--- config.mk ---
export PLATFORM = sky130hd
export DESIGN_NAME = id_ex_stage_flat
export DESIGN_NICKNAME = d
export VERILOG_FILES = /design/src/rtl/pipe_pkg.sv /design/src/rtl/id_ex_stage_if.sv /design/src/rtl/load_use_detect.sv /design/src/rtl/id_ex_stage.sv /design/src/flat_wrapper.sv
export SDC_FILE = /design/constraint.sdc
export NUM_CORES = 1
export LEC_CHECK = 0
export CORE_ASPECT_RATIO = 0.75
export CORE_UTILIZATION = 37
export CTS_CLUSTER_DIAMETER = 150
export DETAILED_ROUTE_END_ITERATION = 8
export PLACE_DENSITY = 0.75
export SETUP_SLACK_MARGIN = 0.1
export SLEW_MARGIN = 15
export SYNTH_ARGS = -nofsm -noshare
export SYNTH_HDL_FRONTEND = slang
export SYNTH_SLANG_ARGS = --single-unit
--- constraint.sdc ---
create_clock -name i_clk -period 1.75 [get_ports i_clk]
set_clock_uncertainty 0.05 [all_clocks]
set_input_delay 0.175 -clock i_clk [delete_from_list [all_inputs] [get_ports i_clk]]
set_output_delay 0.175 -clock i_clk [all_outputs]
set_load 0.02 [all_outputs]
--- src/rtl/pipe_pkg.sv ---
// rtl/pipe_pkg.sv - shared constants for the RV32I pipeline registers
package pipe_pkg;
    localparam int XLEN          = 32;
    localparam int RADDR_W       = 5;
    localparam int RESULT_SRC_W  = 2;
    localparam int ALU_CTL_W     = 3;
    localparam int ALU_SRC_OPA_W = 2;
    localparam int ALU_SHIFT_W   = 2;
    localparam int F3_W          = 3;

    localparam logic [RESULT_SRC_W-1:0] RESULT_SRC_ALU = 2'b00;
    localparam logic [RESULT_SRC_W-1:0] RESULT_SRC_MEM = 2'b01;
    localparam logic [RESULT_SRC_W-1:0] RESULT_SRC_PC4 = 2'b10;
endpackage

--- src/rtl/id_ex_stage_if.sv ---
// rtl/id_ex_stage_if.sv - decode-side inputs and execute-side outputs of the ID/EX register
interface id_ex_stage_if #(
    parameter int XLEN    = pipe_pkg::XLEN,
    parameter int RADDR_W = pipe_pkg::RADDR_W
);
    import pipe_pkg::*;

    logic                     i_stall, i_flush, i_valid;
    logic [RESULT_SRC_W-1:0]  i_result_src;
    logic                     i_branch, i_jmp, i_mem_write, i_reg_write;
    logic [ALU_CTL_W-1:0]     i_alu_ctl;
    logic                     i_alu_src_opb;
    logic [ALU_SRC_OPA_W-1:0] i_alu_src_opa;
    logic [ALU_SHIFT_W-1:0]   i_alu_shift;
    logic                     i_imm_signed;
    logic [F3_W-1:0]          i_f3;
    logic [XLEN-1:0]          i_pc, i_pc_plus4, i_rs1_data, i_rs2_data, i_imm;
    logic [RADDR_W-1:0]       i_rs1, i_rs2, i_rd;

    logic                     o_valid;
    logic [RESULT_SRC_W-1:0]  o_result_src;
    logic                     o_branch, o_jmp, o_mem_write, o_reg_write;
    logic [ALU_CTL_W-1:0]     o_alu_ctl;
    logic                     o_alu_src_opb;
    logic [ALU_SRC_OPA_W-1:0] o_alu_src_opa;
    logic [ALU_SHIFT_W-1:0]   o_alu_shift;
    logic                     o_imm_signed;
    logic [F3_W-1:0]          o_f3;
    logic [XLEN-1:0]          o_pc, o_pc_plus4, o_rs1_data, o_rs2_data, o_imm;
    logic [RADDR_W-1:0]       o_rs1, o_rs2, o_rd;
    logic                     o_stall_fd;

    modport master (
        output i_stall, i_flush, i_valid, i_result_src, i_branch, i_jmp, i_mem_write,
               i_reg_write, i_alu_ctl, i_alu_src_opb, i_alu_src_opa, i_alu_shift,
               i_imm_signed, i_f3, i_pc, i_pc_plus4, i_rs1_data, i_rs2_data, i_imm,
               i_rs1, i_rs2, i_rd,
        input  o_valid, o_result_src, o_branch, o_jmp, o_mem_write, o_reg_write,
               o_alu_ctl, o_alu_src_opb, o_alu_src_opa, o_alu_shift, o_imm_signed,
               o_f3, o_pc, o_pc_plus4, o_rs1_data, o_rs2_data, o_imm, o_rs1, o_rs2,
               o_rd, o_stall_fd
    );

    modport slave (
        input  i_stall, i_flush, i_valid, i_result_src, i_branch, i_jmp, i_mem_write,
               i_reg_write, i_alu_ctl, i_alu_src_opb, i_alu_src_opa, i_alu_shift,
               i_imm_signed, i_f3, i_pc, i_pc_plus4, i_rs1_data, i_rs2_data, i_imm,
               i_rs1, i_rs2, i_rd,
        output o_valid, o_result_src, o_branch, o_jmp, o_mem_write, o_reg_write,
               o_alu_ctl, o_alu_src_opb, o_alu_src_opa, o_alu_shift, o_imm_signed,
               o_f3, o_pc, o_pc_plus4, o_rs1_data, o_rs2_data, o_imm, o_rs1, o_rs2,
               o_rd, o_stall_fd
    );
endinterface

--- src/rtl/load_use_detect.sv ---
// rtl/load_use_detect.sv - load-use hazard between the EX instruction and the ID sources
module load_use_detect
    import pipe_pkg::*;
#(
    parameter int RADDR_W = pipe_pkg::RADDR_W
) (
    input  logic                    ex_valid,
    input  logic                    ex_reg_write,
    input  logic [RESULT_SRC_W-1:0] ex_result_src,
    input  logic [RADDR_W-1:0]      ex_rd,
    input  logic                    id_valid,
    input  logic [RADDR_W-1:0]      id_rs1,
    input  logic [RADDR_W-1:0]      id_rs2,
    output logic                    hazard
);
    // Both sources are compared unconditionally; an unused rs field may cost a spurious bubble.
    assign hazard = ex_valid && ex_reg_write && (ex_result_src == RESULT_SRC_MEM)
                 && (ex_rd != '0) && ((ex_rd == id_rs1) || (ex_rd == id_rs2)) && id_valid;
endmodule

--- src/rtl/id_ex_stage.sv ---
// rtl/id_ex_stage.sv - ID/EX pipeline register with load-use bubble, flush and freeze
module id_ex_stage
    import pipe_pkg::*;
#(
    parameter int XLEN    = pipe_pkg::XLEN,
    parameter int RADDR_W = pipe_pkg::RADDR_W
) (
    input  logic          i_clk,
    input  logic          i_rst_n,
    id_ex_stage_if.slave  bus
);
    typedef struct packed {
        logic                     valid;
        logic [RESULT_SRC_W-1:0]  result_src;
        logic                     branch;
        logic                     jmp;
        logic                     mem_write;
        logic                     reg_write;
        logic [ALU_CTL_W-1:0]     alu_ctl;
        logic                     alu_src_opb;
        logic [ALU_SRC_OPA_W-1:0] alu_src_opa;
        logic [ALU_SHIFT_W-1:0]   alu_shift;
        logic                     imm_signed;
        logic [F3_W-1:0]          f3;
        logic [XLEN-1:0]          pc;
        logic [XLEN-1:0]          pc_plus4;
        logic [XLEN-1:0]          rs1_data;
        logic [XLEN-1:0]          rs2_data;
        logic [XLEN-1:0]          imm;
        logic [RADDR_W-1:0]       rs1;
        logic [RADDR_W-1:0]       rs2;
        logic [RADDR_W-1:0]       rd;
    } ex_t;

    ex_t  ex_q, ex_d, id_in;
    logic hazard;

    load_use_detect #(.RADDR_W(RADDR_W)) u_lud (
        .ex_valid      (ex_q.valid),
        .ex_reg_write  (ex_q.reg_write),
        .ex_result_src (ex_q.result_src),
        .ex_rd         (ex_q.rd),
        .id_valid      (bus.i_valid),
        .id_rs1        (bus.i_rs1),
        .id_rs2        (bus.i_rs2),
        .hazard        (hazard)
    );

    always_comb begin
        id_in             = '0;
        id_in.valid       = bus.i_valid;
        id_in.result_src  = bus.i_result_src;
        id_in.alu_ctl     = bus.i_alu_ctl;
        id_in.alu_src_opb = bus.i_alu_src_opb;
        id_in.alu_src_opa = bus.i_alu_src_opa;
        id_in.alu_shift   = bus.i_alu_shift;
        id_in.imm_signed  = bus.i_imm_signed;
        id_in.f3          = bus.i_f3;
        id_in.pc          = bus.i_pc;
        id_in.pc_plus4    = bus.i_pc_plus4;
        id_in.rs1_data    = bus.i_rs1_data;
        id_in.rs2_data    = bus.i_rs2_data;
        id_in.imm         = bus.i_imm;
        id_in.rs1         = bus.i_rs1;
        id_in.rs2         = bus.i_rs2;
        id_in.rd          = bus.i_rd;
        // Side-effecting controls must never escape from an empty slot.
        id_in.branch      = bus.i_branch    && bus.i_valid;
        id_in.jmp         = bus.i_jmp       && bus.i_valid;
        id_in.mem_write   = bus.i_mem_write && bus.i_valid;
        id_in.reg_write   = bus.i_reg_write && bus.i_valid;
    end

    always_comb begin
        ex_d = ex_q;
        if (!bus.i_stall) begin
            if (bus.i_flush || hazard) ex_d = '0;
            else                       ex_d = id_in;
        end
    end

    always_ff @(posedge i_clk) begin
        if (!i_rst_n) ex_q <= '0;
        else          ex_q <= ex_d;
    end

    assign bus.o_stall_fd    = hazard && !bus.i_flush && !bus.i_stall;
    assign bus.o_valid       = ex_q.valid;
    assign bus.o_result_src  = ex_q.result_src;
    assign bus.o_branch      = ex_q.branch;
    assign bus.o_jmp         = ex_q.jmp;
    assign bus.o_mem_write   = ex_q.mem_write;
    assign bus.o_reg_write   = ex_q.reg_write;
    assign bus.o_alu_ctl     = ex_q.alu_ctl;
    assign bus.o_alu_src_opb = ex_q.alu_src_opb;
    assign bus.o_alu_src_opa = ex_q.alu_src_opa;
    assign bus.o_alu_shift   = ex_q.alu_shift;
    assign bus.o_imm_signed  = ex_q.imm_signed;
    assign bus.o_f3          = ex_q.f3;
    assign bus.o_pc          = ex_q.pc;
    assign bus.o_pc_plus4    = ex_q.pc_plus4;
    assign bus.o_rs1_data    = ex_q.rs1_data;
    assign bus.o_rs2_data    = ex_q.rs2_data;
    assign bus.o_imm         = ex_q.imm;
    assign bus.o_rs1         = ex_q.rs1;
    assign bus.o_rs2         = ex_q.rs2;
    assign bus.o_rd          = ex_q.rd;
endmodule

--- src/flat_wrapper.sv ---
// flat-port wrapper written by rule: the top's interface ports become plain ports
module id_ex_stage_flat import pipe_pkg::*;
#(
    parameter int XLEN    = pipe_pkg::XLEN,
    parameter int RADDR_W = pipe_pkg::RADDR_W
)
  (i_clk, i_rst_n, bus_i_stall, bus_i_flush, bus_i_valid, bus_i_result_src, bus_i_branch, bus_i_jmp, bus_i_mem_write, bus_i_reg_write, bus_i_alu_ctl, bus_i_alu_src_opb, bus_i_alu_src_opa, bus_i_alu_shift, bus_i_imm_signed, bus_i_f3, bus_i_pc, bus_i_pc_plus4, bus_i_rs1_data, bus_i_rs2_data, bus_i_imm, bus_i_rs1, bus_i_rs2, bus_i_rd, bus_o_valid, bus_o_result_src, bus_o_branch, bus_o_jmp, bus_o_mem_write, bus_o_reg_write, bus_o_alu_ctl, bus_o_alu_src_opb, bus_o_alu_src_opa, bus_o_alu_shift, bus_o_imm_signed, bus_o_f3, bus_o_pc, bus_o_pc_plus4, bus_o_rs1_data, bus_o_rs2_data, bus_o_imm, bus_o_rs1, bus_o_rs2, bus_o_rd, bus_o_stall_fd);
  id_ex_stage_if #(.XLEN(XLEN), .RADDR_W(RADDR_W)) bus_i ();
  input  logic i_clk;
  input  logic i_rst_n;
  input wire logic [$bits(bus_i.i_stall)-1:0] bus_i_stall;
  input wire logic [$bits(bus_i.i_flush)-1:0] bus_i_flush;
  input wire logic [$bits(bus_i.i_valid)-1:0] bus_i_valid;
  input wire logic [$bits(bus_i.i_result_src)-1:0] bus_i_result_src;
  input wire logic [$bits(bus_i.i_branch)-1:0] bus_i_branch;
  input wire logic [$bits(bus_i.i_jmp)-1:0] bus_i_jmp;
  input wire logic [$bits(bus_i.i_mem_write)-1:0] bus_i_mem_write;
  input wire logic [$bits(bus_i.i_reg_write)-1:0] bus_i_reg_write;
  input wire logic [$bits(bus_i.i_alu_ctl)-1:0] bus_i_alu_ctl;
  input wire logic [$bits(bus_i.i_alu_src_opb)-1:0] bus_i_alu_src_opb;
  input wire logic [$bits(bus_i.i_alu_src_opa)-1:0] bus_i_alu_src_opa;
  input wire logic [$bits(bus_i.i_alu_shift)-1:0] bus_i_alu_shift;
  input wire logic [$bits(bus_i.i_imm_signed)-1:0] bus_i_imm_signed;
  input wire logic [$bits(bus_i.i_f3)-1:0] bus_i_f3;
  input wire logic [$bits(bus_i.i_pc)-1:0] bus_i_pc;
  input wire logic [$bits(bus_i.i_pc_plus4)-1:0] bus_i_pc_plus4;
  input wire logic [$bits(bus_i.i_rs1_data)-1:0] bus_i_rs1_data;
  input wire logic [$bits(bus_i.i_rs2_data)-1:0] bus_i_rs2_data;
  input wire logic [$bits(bus_i.i_imm)-1:0] bus_i_imm;
  input wire logic [$bits(bus_i.i_rs1)-1:0] bus_i_rs1;
  input wire logic [$bits(bus_i.i_rs2)-1:0] bus_i_rs2;
  input wire logic [$bits(bus_i.i_rd)-1:0] bus_i_rd;
  output wire logic [$bits(bus_i.o_valid)-1:0] bus_o_valid;
  output wire logic [$bits(bus_i.o_result_src)-1:0] bus_o_result_src;
  output wire logic [$bits(bus_i.o_branch)-1:0] bus_o_branch;
  output wire logic [$bits(bus_i.o_jmp)-1:0] bus_o_jmp;
  output wire logic [$bits(bus_i.o_mem_write)-1:0] bus_o_mem_write;
  output wire logic [$bits(bus_i.o_reg_write)-1:0] bus_o_reg_write;
  output wire logic [$bits(bus_i.o_alu_ctl)-1:0] bus_o_alu_ctl;
  output wire logic [$bits(bus_i.o_alu_src_opb)-1:0] bus_o_alu_src_opb;
  output wire logic [$bits(bus_i.o_alu_src_opa)-1:0] bus_o_alu_src_opa;
  output wire logic [$bits(bus_i.o_alu_shift)-1:0] bus_o_alu_shift;
  output wire logic [$bits(bus_i.o_imm_signed)-1:0] bus_o_imm_signed;
  output wire logic [$bits(bus_i.o_f3)-1:0] bus_o_f3;
  output wire logic [$bits(bus_i.o_pc)-1:0] bus_o_pc;
  output wire logic [$bits(bus_i.o_pc_plus4)-1:0] bus_o_pc_plus4;
  output wire logic [$bits(bus_i.o_rs1_data)-1:0] bus_o_rs1_data;
  output wire logic [$bits(bus_i.o_rs2_data)-1:0] bus_o_rs2_data;
  output wire logic [$bits(bus_i.o_imm)-1:0] bus_o_imm;
  output wire logic [$bits(bus_i.o_rs1)-1:0] bus_o_rs1;
  output wire logic [$bits(bus_i.o_rs2)-1:0] bus_o_rs2;
  output wire logic [$bits(bus_i.o_rd)-1:0] bus_o_rd;
  output wire logic [$bits(bus_i.o_stall_fd)-1:0] bus_o_stall_fd;
  assign bus_i.i_stall = bus_i_stall;
  assign bus_i.i_flush = bus_i_flush;
  assign bus_i.i_valid = bus_i_valid;
  assign bus_i.i_result_src = bus_i_result_src;
  assign bus_i.i_branch = bus_i_branch;
  assign bus_i.i_jmp = bus_i_jmp;
  assign bus_i.i_mem_write = bus_i_mem_write;
  assign bus_i.i_reg_write = bus_i_reg_write;
  assign bus_i.i_alu_ctl = bus_i_alu_ctl;
  assign bus_i.i_alu_src_opb = bus_i_alu_src_opb;
  assign bus_i.i_alu_src_opa = bus_i_alu_src_opa;
  assign bus_i.i_alu_shift = bus_i_alu_shift;
  assign bus_i.i_imm_signed = bus_i_imm_signed;
  assign bus_i.i_f3 = bus_i_f3;
  assign bus_i.i_pc = bus_i_pc;
  assign bus_i.i_pc_plus4 = bus_i_pc_plus4;
  assign bus_i.i_rs1_data = bus_i_rs1_data;
  assign bus_i.i_rs2_data = bus_i_rs2_data;
  assign bus_i.i_imm = bus_i_imm;
  assign bus_i.i_rs1 = bus_i_rs1;
  assign bus_i.i_rs2 = bus_i_rs2;
  assign bus_i.i_rd = bus_i_rd;
  assign bus_o_valid = bus_i.o_valid;
  assign bus_o_result_src = bus_i.o_result_src;
  assign bus_o_branch = bus_i.o_branch;
  assign bus_o_jmp = bus_i.o_jmp;
  assign bus_o_mem_write = bus_i.o_mem_write;
  assign bus_o_reg_write = bus_i.o_reg_write;
  assign bus_o_alu_ctl = bus_i.o_alu_ctl;
  assign bus_o_alu_src_opb = bus_i.o_alu_src_opb;
  assign bus_o_alu_src_opa = bus_i.o_alu_src_opa;
  assign bus_o_alu_shift = bus_i.o_alu_shift;
  assign bus_o_imm_signed = bus_i.o_imm_signed;
  assign bus_o_f3 = bus_i.o_f3;
  assign bus_o_pc = bus_i.o_pc;
  assign bus_o_pc_plus4 = bus_i.o_pc_plus4;
  assign bus_o_rs1_data = bus_i.o_rs1_data;
  assign bus_o_rs2_data = bus_i.o_rs2_data;
  assign bus_o_imm = bus_i.o_imm;
  assign bus_o_rs1 = bus_i.o_rs1;
  assign bus_o_rs2 = bus_i.o_rs2;
  assign bus_o_rd = bus_i.o_rd;
  assign bus_o_stall_fd = bus_i.o_stall_fd;
  id_ex_stage #(.XLEN(XLEN), .RADDR_W(RADDR_W)) u_core (.i_clk(i_clk), .i_rst_n(i_rst_n), .bus(bus_i));
endmodule
==> flow_metrics.tcl <==
set metrics [dict create \
    maxSlewViolCount 0 \
    ys_seq_area_share_pct 48.8 \
    totalWireLength_um 31600 \
    synth_warnings 0 \
    n_antenna_cell 0 \
    failed_checks "setup timing" \
    post-dp-hpwl_um 19200 \
    cts_tree "done" \
    final_layout_size_suffix_gt1_share_pct 10.5 \
    syn_inst 909 \
    ys_ff_latch 194 \
    fin_area_um2 14100 \
    num-nets-final 1488 \
    max_freq_mhz 499 \
    worstPathRequired_ps 2060 \
    port_buffers 392 \
    p_per_area_nw_per_um2 803 \
    die_w_um 171 \
    worst_skew_pair.late_latency_ps 420 \
    crit_type "flip-flop to flip-flop" \
    synth_xor_area_share_pct 1.10 \
    synthAdderAreaFrac_pct 0 \
    drt-initial-drc-count 716 \
    cp-end-kind "flip-flop" \
    finalCritPeriodShare_pct 114 \
    outcome "complete, but fails checks" \
    clockBufferDepth 2 \
    antenna_found_initial 0 \
    power_mw 11.3 \
    path_cells "or4_4 -> o211ai_4 -> buf_6 -> buf_12 -> bufbuf_16 -> a32oi_1 -> o21ai_1" \
    root_buffer "clkbuf_16" \
    synth_area_leaders "dfxtp_1 (49%), a32oi_1 (21%), o21ai_0 (9.9%), nand2_1 (9.1%), clkbuf_1 (3.9%)" \
    synth_top_cell_area_share_pct 48.8 \
    fin_crit_ps 2000 \
    cts_made_buffers 17 \
    syn_avg_cell_area_um2 8.75 \
    cp_slowest_cell "or4_4" \
    clk_pin_slew_ps 80 \
    finalHoldViolations 0 \
    io_pins 393 \
    relSlewSlack_pct 76.1 \
    vias 8895 \
    htree_num_levels 4 \
    hold_buffers 0 \
    cp.buffers_inverters 3 \
    cp-start-kind "flip-flop" \
    synth_compound_area_share_pct 33.8 \
    utilization_pct 66.7 \
    die_h_um 129 \
    post-place-ws_ps -476 \
    max_stage_delay_ps 540 \
    synth.mux.area_fraction_pct 0 \
    wl_per_cell_um 19.8 \
    dieArea_um2 22100 \
    max-cap-violations 0 \
    worstPathMaxFanout 12 \
    coreArea_um2 21100 \
    placed_area_um2 12400 \
    cp.arrival_ps 2320 \
    grt_remaining_overflow 0 \
    syn-cell-area_um2 7950 \
    start_util_pct 37.6 \
    critPathTopFamily "buffers and inverters" \
    leakage_nw 6.70 \
    synth_top_family_by_area "compound AO/OA/AOI/OAI gates" \
    grt_usage_pct 26.3 \
    area_growth_pct 77.3 \
    synthSimpleGateAreaFrac_pct 10.3 \
    dr.pass1.iters 5 \
    grt_first_pass_wirelength_um 45000 \
    grt_max_degree 74 \
    rows 46 \
    syn_nets 1107 \
    drc 0 \
    synth.largest_area_cell "dfxtp_1" \
    cts_sinks 194 \
    worstMarginPinSlew_ps 358 \
    detail-route-antenna-nets 0 \
    ys_types 21 \
    min_path_type "primary input to flip-flop" \
    setup_viol 195 \
    grt_pass1_vias 7903 \
    fin_ws_ps -253 \
    rsz0062_at_grt "yes" \
    avgViaCountPerCell 5.59 \
    vdd_drop_max_mv 0.447 \
    gp_congestion 0.825 \
]
==> cell usage after synthesis (all sizes together) <==
cell type / n
xnor2: 10
dfxtp: 194
a22oi: 4
nor4b: 1
nand2: 192
buf: 25
and4b: 1
and2: 1
o211ai: 1
and3: 4
or4: 1
clkbuf: 83
o22ai: 1
nor3b: 1
nand3: 6
o21ai: 194
a32oi: 190
==> final timing paths <==
kind	end	cells past startpoint	slack (ps)	start
min reg2reg	u_core.bus.o_rs1_data[18]$_SDFFE_PN0N_	2	420	u_core.bus.o_rs1_data[18]$_SDFFE_PN0N_
min	u_core.bus.o_imm[13]$_SDFFE_PN0N_	3	270	bus_i_imm[13]
max	u_core.bus.o_rs2_data[4]$_SDFFE_PN0N_	7	-250	u_core.bus.o_rd[3]$_SDFFE_PN0N_
max reg2reg	u_core.bus.o_rs2_data[4]$_SDFFE_PN0N_	7	-250	u_core.bus.o_rd[3]$_SDFFE_PN0N_
==> through the flow <==
| step | TNS [ps] | hold WS [ps] | std cells |
|---|---|---|---|
| floorplan | -1580 | 254 | 909 |
| global placement | -74730 | 395 | 1532 |
| detailed placement | -74790 | 402 | 1532 |
| CTS | -29060 | 249 | 1583 |
| global route | -43610 | 255 | 1590 |
| finish | -34280 | 269 | 1590 |
==> worst reg2reg max path: stages, from the launching register on <==
cell       delay, ps
dfxtp_2          320
or4_4            540
o211ai_4         240
buf_6            160
buf_12           180
bufbuf_16        290
a32oi_1           80
o21ai_1           90
==> per-layer routing <==
| layer | vias to the layer above | GRT usage, % | wire length (µm) | part of all wire [%] |
|---|---|---|---|---|
| met2 | 359 | 42.3 | 15200 | 48 |
| met1 | 4250 | 33.9 | 13200 | 42 |
| met5 | - | 0 | 0 | 0 |
| met3 | 58 | 6.67 | 2300 | 7.3 |
| met4 | 0 | 9.77 | 873 | 2.8 |
| li1 | 4228 | - | - | - |
==> final cells by class <==
| cell class | count | area, µm² |
|---|---|---|
| Fill cell | 1646 | 7030 |
| Tap cell | 288 | 360 |
| Clock inverter | 13 | 148 |
| Timing Repair Buffer | 470 | 5510 |
| Sequential cell | 194 | 3890 |
| Multi-Input combinational cell | 607 | 3760 |
| Clock buffer | 18 | 429 |
==> sequential cells by signal, indices dropped and copies added (netlist names) <==
register and count:
u_core.bus.o_pc_plus4 32, u_core.bus.o_reg_write 1, u_core.bus.o_branch 1, u_core.bus.o_alu_shift 2, u_core.bus.o_f3 3, u_core.bus.o_rs1 5
u_core.bus.o_valid 1, u_core.bus.o_rd 5, u_core.bus.o_alu_src_opb 1, u_core.bus.o_imm 32, u_core.bus.o_rs1_data 32, u_core.bus.o_rs2_data 32
u_core.bus.o_pc 32, u_core.bus.o_alu_src_opa 2, u_core.bus.o_result_src 2, u_core.bus.o_alu_ctl 3, u_core.bus.o_jmp 1, u_core.bus.o_mem_write 1
u_core.bus.o_imm_signed 1, u_core.bus.o_rs2 5
==> what timing repair did <==
item,CTS,global route
cloned,12,6
gates resized for setup,113,155
setup buffers,8,1
setup endpoints to repair,225,313
pin swaps,20,42
==> where the power goes <==
part / internal [mW] / leakage (nW) / switching [mW]
combinational: 1.25 / 4.82 / 1.22
clock: 2.02 / 0.276 / 1.89
sequential: 4.75 / 1.60 / 0.191
total: 8.02 / 6.70 / 3.30
==> cells by family after synthesis <==
group / after synthesis
AO/OA/AOI/OAI: 390
buffers and inverters: 108
XOR/XNOR: 10
flip-flops: 194
AND/OR/NAND/NOR: 207
==> placed cells by master, fill, tap and decap left out, types with 2 or more instances in the layout <==
master	instances
a32oi_1	182
nand3_2	2
buf_8	2
and3_1	4
xnor2_1	6
dfxtp_2	4
nand3_1	4
buf_6	4
a22oi_2	2
nand2_1	191
clkbuf_16	23
o21ai_1	150
inv_6	2
dlymetal6s2s_1	118
buf_16	14
a32oi_2	8
inv_8	3
clkinvlp_4	2
o21ai_0	44
clkinv_4	4
buf_12	21
clkdlybuf4s50_1	273
xnor2_2	3
a22oi_1	2
dfxtp_1	189
buf_4	31
No activity file was read; power rests on OpenSTA's default activity.
